File: src/rtl/seg7_scan_ctrl.sv
// Time-multiplexed scan controller for an 8-digit common-anode seven-segment display.
// Frames are staged in a pending register and swapped in only at a frame boundary.
module seg7_scan_ctrl #(
  parameter int DIV       = 100000,
  parameter int BLANK_CYC = 16
) (
  input  logic        clk,
  input  logic        rst_n,
  input  logic        upd_valid,
  output logic        upd_ready,
  input  logic [31:0] upd_data,
  input  logic [3:0]  upd_count,
  input  logic [2:0]  upd_dot,
  input  logic        upd_dot_en,
  output logic [7:0]  an_n,
  output logic [6:0]  seg_n,
  output logic        dp_n,
  output logic [2:0]  digit_idx,
  output logic        frame_tick
);

  localparam int CW = $clog2(DIV);
  localparam logic [CW-1:0] CNT_LAST  = CW'(DIV - 1);
  localparam logic [CW-1:0] CNT_BLANK = CW'(BLANK_CYC);

  typedef enum logic {
    IDLE = 1'b0,
    SCAN = 1'b1
  } state_t;

  // Segment pattern {g,f,e,d,c,b,a}, active low.
  function automatic logic [6:0] hex_to_seg(input logic [3:0] v);
    logic [6:0] s;
    case (v)
      4'h0:    s = 7'b1000000;
      4'h1:    s = 7'b1111001;
      4'h2:    s = 7'b0100100;
      4'h3:    s = 7'b0110000;
      4'h4:    s = 7'b0011001;
      4'h5:    s = 7'b0010010;
      4'h6:    s = 7'b0000010;
      4'h7:    s = 7'b1111000;
      4'h8:    s = 7'b0000000;
      4'h9:    s = 7'b0010000;
      4'hA:    s = 7'b0001000;
      4'hB:    s = 7'b0000011;
      4'hC:    s = 7'b1000110;
      4'hD:    s = 7'b0100001;
      4'hE:    s = 7'b0000110;
      4'hF:    s = 7'b0001110;
      default: s = 7'b1111111;
    endcase
    return s;
  endfunction

  function automatic logic [3:0] clamp_count(input logic [3:0] c);
    logic [3:0] r;
    if (c > 4'd8) begin
      r = 4'd8;
    end else begin
      r = c;
    end
    return r;
  endfunction

  state_t         state_r, state_s;
  logic           pend_r, pend_s;
  logic [31:0]    pend_data_r;
  logic [3:0]     pend_count_r;
  logic [2:0]     pend_dot_r;
  logic           pend_dot_en_r;
  logic [31:0]    act_data_r, act_data_s;
  logic [3:0]     act_count_r, act_count_s;
  logic [2:0]     act_dot_r, act_dot_s;
  logic           act_dot_en_r, act_dot_en_s;
  logic [CW-1:0]  cnt_r, cnt_s;
  logic [2:0]     idx_r, idx_s;

  logic           accept_s;
  logic           boundary_s;
  logic           apply_s;
  logic           lit_s;
  logic [3:0]     nibble_s;
  logic [7:0]     an_s;
  logic [6:0]     seg_s;
  logic           dp_s;
  logic           tick_s;

  // Next-state: handshake, atomic apply at frame boundary, slot counters.
  always_comb begin
    accept_s     = upd_valid && upd_ready;
    boundary_s   = (state_r == SCAN) && (cnt_r == CNT_LAST) && (idx_r == 3'd7);
    apply_s      = pend_r && ((state_r == IDLE) || boundary_s);
    state_s      = state_r;
    cnt_s        = cnt_r;
    idx_s        = idx_r;
    act_data_s   = act_data_r;
    act_count_s  = act_count_r;
    act_dot_s    = act_dot_r;
    act_dot_en_s = act_dot_en_r;

    if (apply_s) begin
      act_data_s   = pend_data_r;
      act_count_s  = pend_count_r;
      act_dot_s    = pend_dot_r;
      act_dot_en_s = pend_dot_en_r;
      cnt_s        = '0;
      idx_s        = 3'd0;
      state_s      = (pend_count_r == 4'd0) ? IDLE : SCAN;
    end else if (state_r == SCAN) begin
      if (cnt_r == CNT_LAST) begin
        cnt_s = '0;
        idx_s = idx_r + 3'd1;
      end else begin
        cnt_s = cnt_r + CW'(1);
        idx_s = idx_r;
      end
    end else begin
      cnt_s = '0;
      idx_s = 3'd0;
    end

    // accept and apply are mutually exclusive: accept needs pend_r low, apply needs it high
    if (accept_s) begin
      pend_s = 1'b1;
    end else if (apply_s) begin
      pend_s = 1'b0;
    end else begin
      pend_s = pend_r;
    end
  end

  // Output decode from next-state values so the flopped outputs carry no extra lag.
  always_comb begin
    lit_s    = (state_s == SCAN) && (cnt_s >= CNT_BLANK) && ({1'b0, idx_s} < act_count_s);
    nibble_s = act_data_s[{idx_s, 2'b00} +: 4];
    if (state_s == SCAN) begin
      an_s   = lit_s ? ~(8'h01 << idx_s) : 8'hFF;
      seg_s  = hex_to_seg(nibble_s);
      dp_s   = !(lit_s && act_dot_en_s && (idx_s == act_dot_s));
      tick_s = (cnt_s == CNT_LAST) && (idx_s == 3'd7);
    end else begin
      an_s   = 8'hFF;
      seg_s  = 7'h7F;
      dp_s   = 1'b1;
      tick_s = 1'b0;
    end
  end

  // Control state, counters and active frame registers.
  always_ff @(posedge clk or negedge rst_n) begin
    if (!rst_n) begin
      state_r      <= IDLE;
      pend_r       <= 1'b0;
      cnt_r        <= '0;
      idx_r        <= 3'd0;
      act_data_r   <= 32'h0000_0000;
      act_count_r  <= 4'd0;
      act_dot_r    <= 3'd0;
      act_dot_en_r <= 1'b0;
    end else begin
      state_r      <= state_s;
      pend_r       <= pend_s;
      cnt_r        <= cnt_s;
      idx_r        <= idx_s;
      act_data_r   <= act_data_s;
      act_count_r  <= act_count_s;
      act_dot_r    <= act_dot_s;
      act_dot_en_r <= act_dot_en_s;
    end
  end

  // Pending frame capture on an accepted update.
  always_ff @(posedge clk or negedge rst_n) begin
    if (!rst_n) begin
      pend_data_r   <= 32'h0000_0000;
      pend_count_r  <= 4'd0;
      pend_dot_r    <= 3'd0;
      pend_dot_en_r <= 1'b0;
    end else if (accept_s) begin
      pend_data_r   <= upd_data;
      pend_count_r  <= clamp_count(upd_count);
      pend_dot_r    <= upd_dot;
      pend_dot_en_r <= upd_dot_en;
    end else begin
      pend_data_r   <= pend_data_r;
      pend_count_r  <= pend_count_r;
      pend_dot_r    <= pend_dot_r;
      pend_dot_en_r <= pend_dot_en_r;
    end
  end

  // Registered display and handshake outputs.
  always_ff @(posedge clk or negedge rst_n) begin
    if (!rst_n) begin
      an_n       <= 8'hFF;
      seg_n      <= 7'h7F;
      dp_n       <= 1'b1;
      digit_idx  <= 3'd0;
      frame_tick <= 1'b0;
      upd_ready  <= 1'b1;
    end else begin
      an_n       <= an_s;
      seg_n      <= seg_s;
      dp_n       <= dp_s;
      digit_idx  <= idx_s;
      frame_tick <= tick_s;
      upd_ready  <= !pend_s;
    end
  end

endmodule

File: config.mk
export PLATFORM = sky130hd
export DESIGN_NAME = seg7_scan_ctrl
export DESIGN_NICKNAME = d
export VERILOG_FILES = /design/src/rtl/seg7_scan_ctrl.sv
export SDC_FILE = /design/constraint.sdc
export NUM_CORES = 1
export LEC_CHECK = 0
export ABC_CLOCK_PERIOD_IN_PS = 3380
export CAP_MARGIN = 10
export CORE_MARGIN = 4
export CORE_UTILIZATION = 51
export DETAILED_ROUTE_END_ITERATION = 10
export PLACE_DENSITY = 0.77
export SYNTH_ARGS = -nofsm -noshare
export SYNTH_HDL_FRONTEND = slang
export SYNTH_SLANG_ARGS = --single-unit
File: constraint.sdc
create_clock -name clk -period 3.38 [get_ports clk]
set_clock_uncertainty 0.05 [all_clocks]
set_input_delay 0.676 -clock clk [delete_from_list [all_inputs] [get_ports clk]]
set_output_delay 0.676 -clock clk [all_outputs]
set_load 0.01 [all_outputs]
==> metrics.cfg <==
[placed_design]
place_congestion = 0.944
place_hpwl_um = 9540
place_area_um2 = 6760
dpl.cell_count = 764
port_buffers = 63
dp_slack_ns = -0.0364

[drt]
firstDrtPassIters = 7
vias = 4606
wire_per_inst_um = 18.0
totalWireLength_um = 14800
drtIter0Drc = 460
m1WireLength_um = 6040
route.detailed.drc = 0
met3_length_um = 958
met2_length_um = 7250
highest_layer = met4
viasPerCell = 5.61
ant_nets = 0

[layout]
final_nets = 721
syn_to_final_growth_pct = 37.9
diodes = 0
layout.cells.non_filler = 821
regArea_um2 = 3020
drive_gt1_share_pct = 31.1
postLayoutCellArea_um2 = 7860
multi_input_area_um2 = 2780
nFillCells = 739

[floorplanning]
die_w_um = 114
num_rows = 38
pin_count = 64
die_area_um2 = 12900
start_util_pct = 52.3
core_area_um2 = 10900
die_h_um = 114

[timing]
fin_hold_ws_ns = 0.200
tightest_slew_ns = 0.967
min_period_ns = 3.54
slew_violations = 0
rsz0062_at_grt = yes
post-route-period-util_pct = 105
timing.fmax_mhz = 282
setup_slack_ns = -0.164
setup_viol = 6
hold_violations = 0
relSlewSlack_pct = 35.3

[run_status]
violations = negative setup slack
outcome = complete, but fails checks

[cts]
worstSkewPairLatency_ns = 0.53
clock_sinks = 120
ctsHoldBuffers = 0
clock_path_buffers = 2
cts_buffers = 17
clkSlewWorstSetupHoldPaths_ns = 0.06
cts_tree = yes
clock_tree.root_cell = clkbuf_8
htree_levels = 4

[setup_path]
required_ns = 3.78
r2r_setup_slack_ns = -0.16
cp-start-kind = flop
timing.rr.end = seg_n[1]
r2r_start = cnt_r[6]
r2r_cells = 11
arrival_ns = 3.94
cp-end-kind = flop
critical_path_peak_fanout = 6
crit_type = reg2reg

[global_route]
grt_use_total_pct = 23.1
grt_pass1_wl_um = 23200
antenna_found_initial = 0
grt_max_degree = 65
grt_pass1_vias = 4716
grt.overflow.total = 0

[logic_synthesis]
syn-cell-area_um2 = 5700
yosysWarnings = 0
ys_seq_elements = 120
synth_edf_count = 0
ys_seq_area_share_pct = 53.1
syn_inst = 544
synthTopCellsByArea = dfrtp_1 45%, mux2_2 10%, nand2_1 8.3%
synth_most_common_cell = nand2_1
avgSynthCellArea_um2 = 10.5
synthTopCellsByCount = 126 x nand2_1, 103 x dfrtp_1, 51 x mux2_2
synthDominantCellAreaShare_pct = 45.3
synth_largest_area_cell = dfrtp_1
synth_flop_cell = dfrtp_1
async_reset_ff_share_pct = 100
synth_nets = 597
ys_types = 58

[power_and_ir_drop]
leakage_nw = 3.53
ir_drop_mv = 0.512
power.density_nw_per_um2 = 777

[hold_path]
hold_path.class = in2async

[run]
cap_viol_max_count = 0

-- placed cells by master, fill, tap and decap left out, types with 4 or more instances in the layout --
cell type          n
a21oi_1            4
a31oi_1            7
and2_1             8
and3_1             5
buf_12             4
buf_4             58
buf_6              8
clkbuf_16         16
clkbuf_8           4
clkdlybuf4s50_1   62
dfrtp_1          103
dfstp_2           17
ha_1               4
ha_4               5
inv_1              8
mux2_2            46
mux2_4             6
mux2i_1            6
mux2i_2            4
nand2_1          123
nand2b_1           8
nand3_1           28
nand4_1            8
nor2_1            25
nor3_1             4
o21ai_0           13
or3_1              4
xnor2_1           10
xor2_1            10
-- state kept, by name, summed over array words and instances, names as in the netlist --
register,cells
act_data_r,32
pend_data_r,32
cnt_r,17
an_n,8
seg_n,7
act_count_r,4
pend_count_r,4
act_dot_r,3
digit_idx,3
pend_dot_r,3
act_dot_en_r,1
dp_n,1
frame_tick,1
pend_dot_en_r,1
pend_r,1
state_r,1
upd_ready,1
-- area by class of cell --
| cell class | count | share of cell area (%) |
|---|---|---|
| multi-input combinational | 386 | 35.4 |
| inverter | 11 | 0.526 |
| timing repair buffer | 132 | 15.6 |
| sequential | 120 | 38.5 |
| tap | 140 | 2.23 |
| clock inverter | 10 | 1.83 |
| clock buffer | 22 | 5.89 |
-- report_power, final --
group	internal, mW	switching, mW	total (mW)
Clock	1.18	0.645	1.83
Sequential	2.03	0.355	2.39
Combinational	1.01	0.874	1.89
-- cell families after synthesis --
logic type,after synthesis,synth area share [%]
adder cells (fa/ha/maj),10,2.20
flip-flops,120,53.1
multiplexers,64,12.5
AO/OA/AOI/OAI,58,7.43
buffers and inverters,38,2.81
XOR/XNOR,20,3.08
AND/OR/NAND/NOR,234,18.9
-- per-layer routing --
layer  up-vias  track usage (%)
li1       2134                -
met1      2231             29.2
met2       189             37.2
met3        52             6.05
met4         0             11.0
met5         -                0
-- per-stage QoR --
stage / total power [mW] / TNS, ns / util (%)
2_1_floorplan: 3.25 / 0 / -
3_3_place_gp: 3.79 / 0 / 62.1
3_5_place_dp: 3.88 / -0.0548 / 62.1
4_1_cts: 5.87 / -0.122 / 69.8
5_1_grt: 6.41 / -1.06 / 72.2
6_report: 6.10 / -0.590 / 72.2
-- worst max path at each step --
stage,slack [ns],to,cells past startpoint,startpoint
after CTS,-0.04,seg_n[6],12,cnt_r[13]
after global routing,-0.22,seg_n[1],10,cnt_r[6]
after global placement,0.04,seg_n[3],10,cnt_r[6]
after floorplan,0.01,seg_n[3],11,cnt_r[6]
final,-0.16,seg_n[1],11,cnt_r[6]
after detailed placement,-0.04,seg_n[0],8,cnt_r[6]
-- critical path: stages, from the launching register on --
cell	delay [ns]
dfrtp_1	0.38
or4b_4	0.56
nor4_4	0.26
buf_6	0.19
buf_12	0.12
mux2i_1	0.33
nand3_1	0.24
a2111o_1	0.54
o22ai_4	0.34
buf_4	0.21
a31oi_1	0.13
o21ai_2	0.11
-- what timing repair did --
action | 4_1_cts | 5_1_grt
gates resized for setup | 34 | 27
pin swaps | 17 | 18
setup endpoints to repair | 7 | 16
setup buffers | 12 | 13
(Power assumes the default switching activity.)
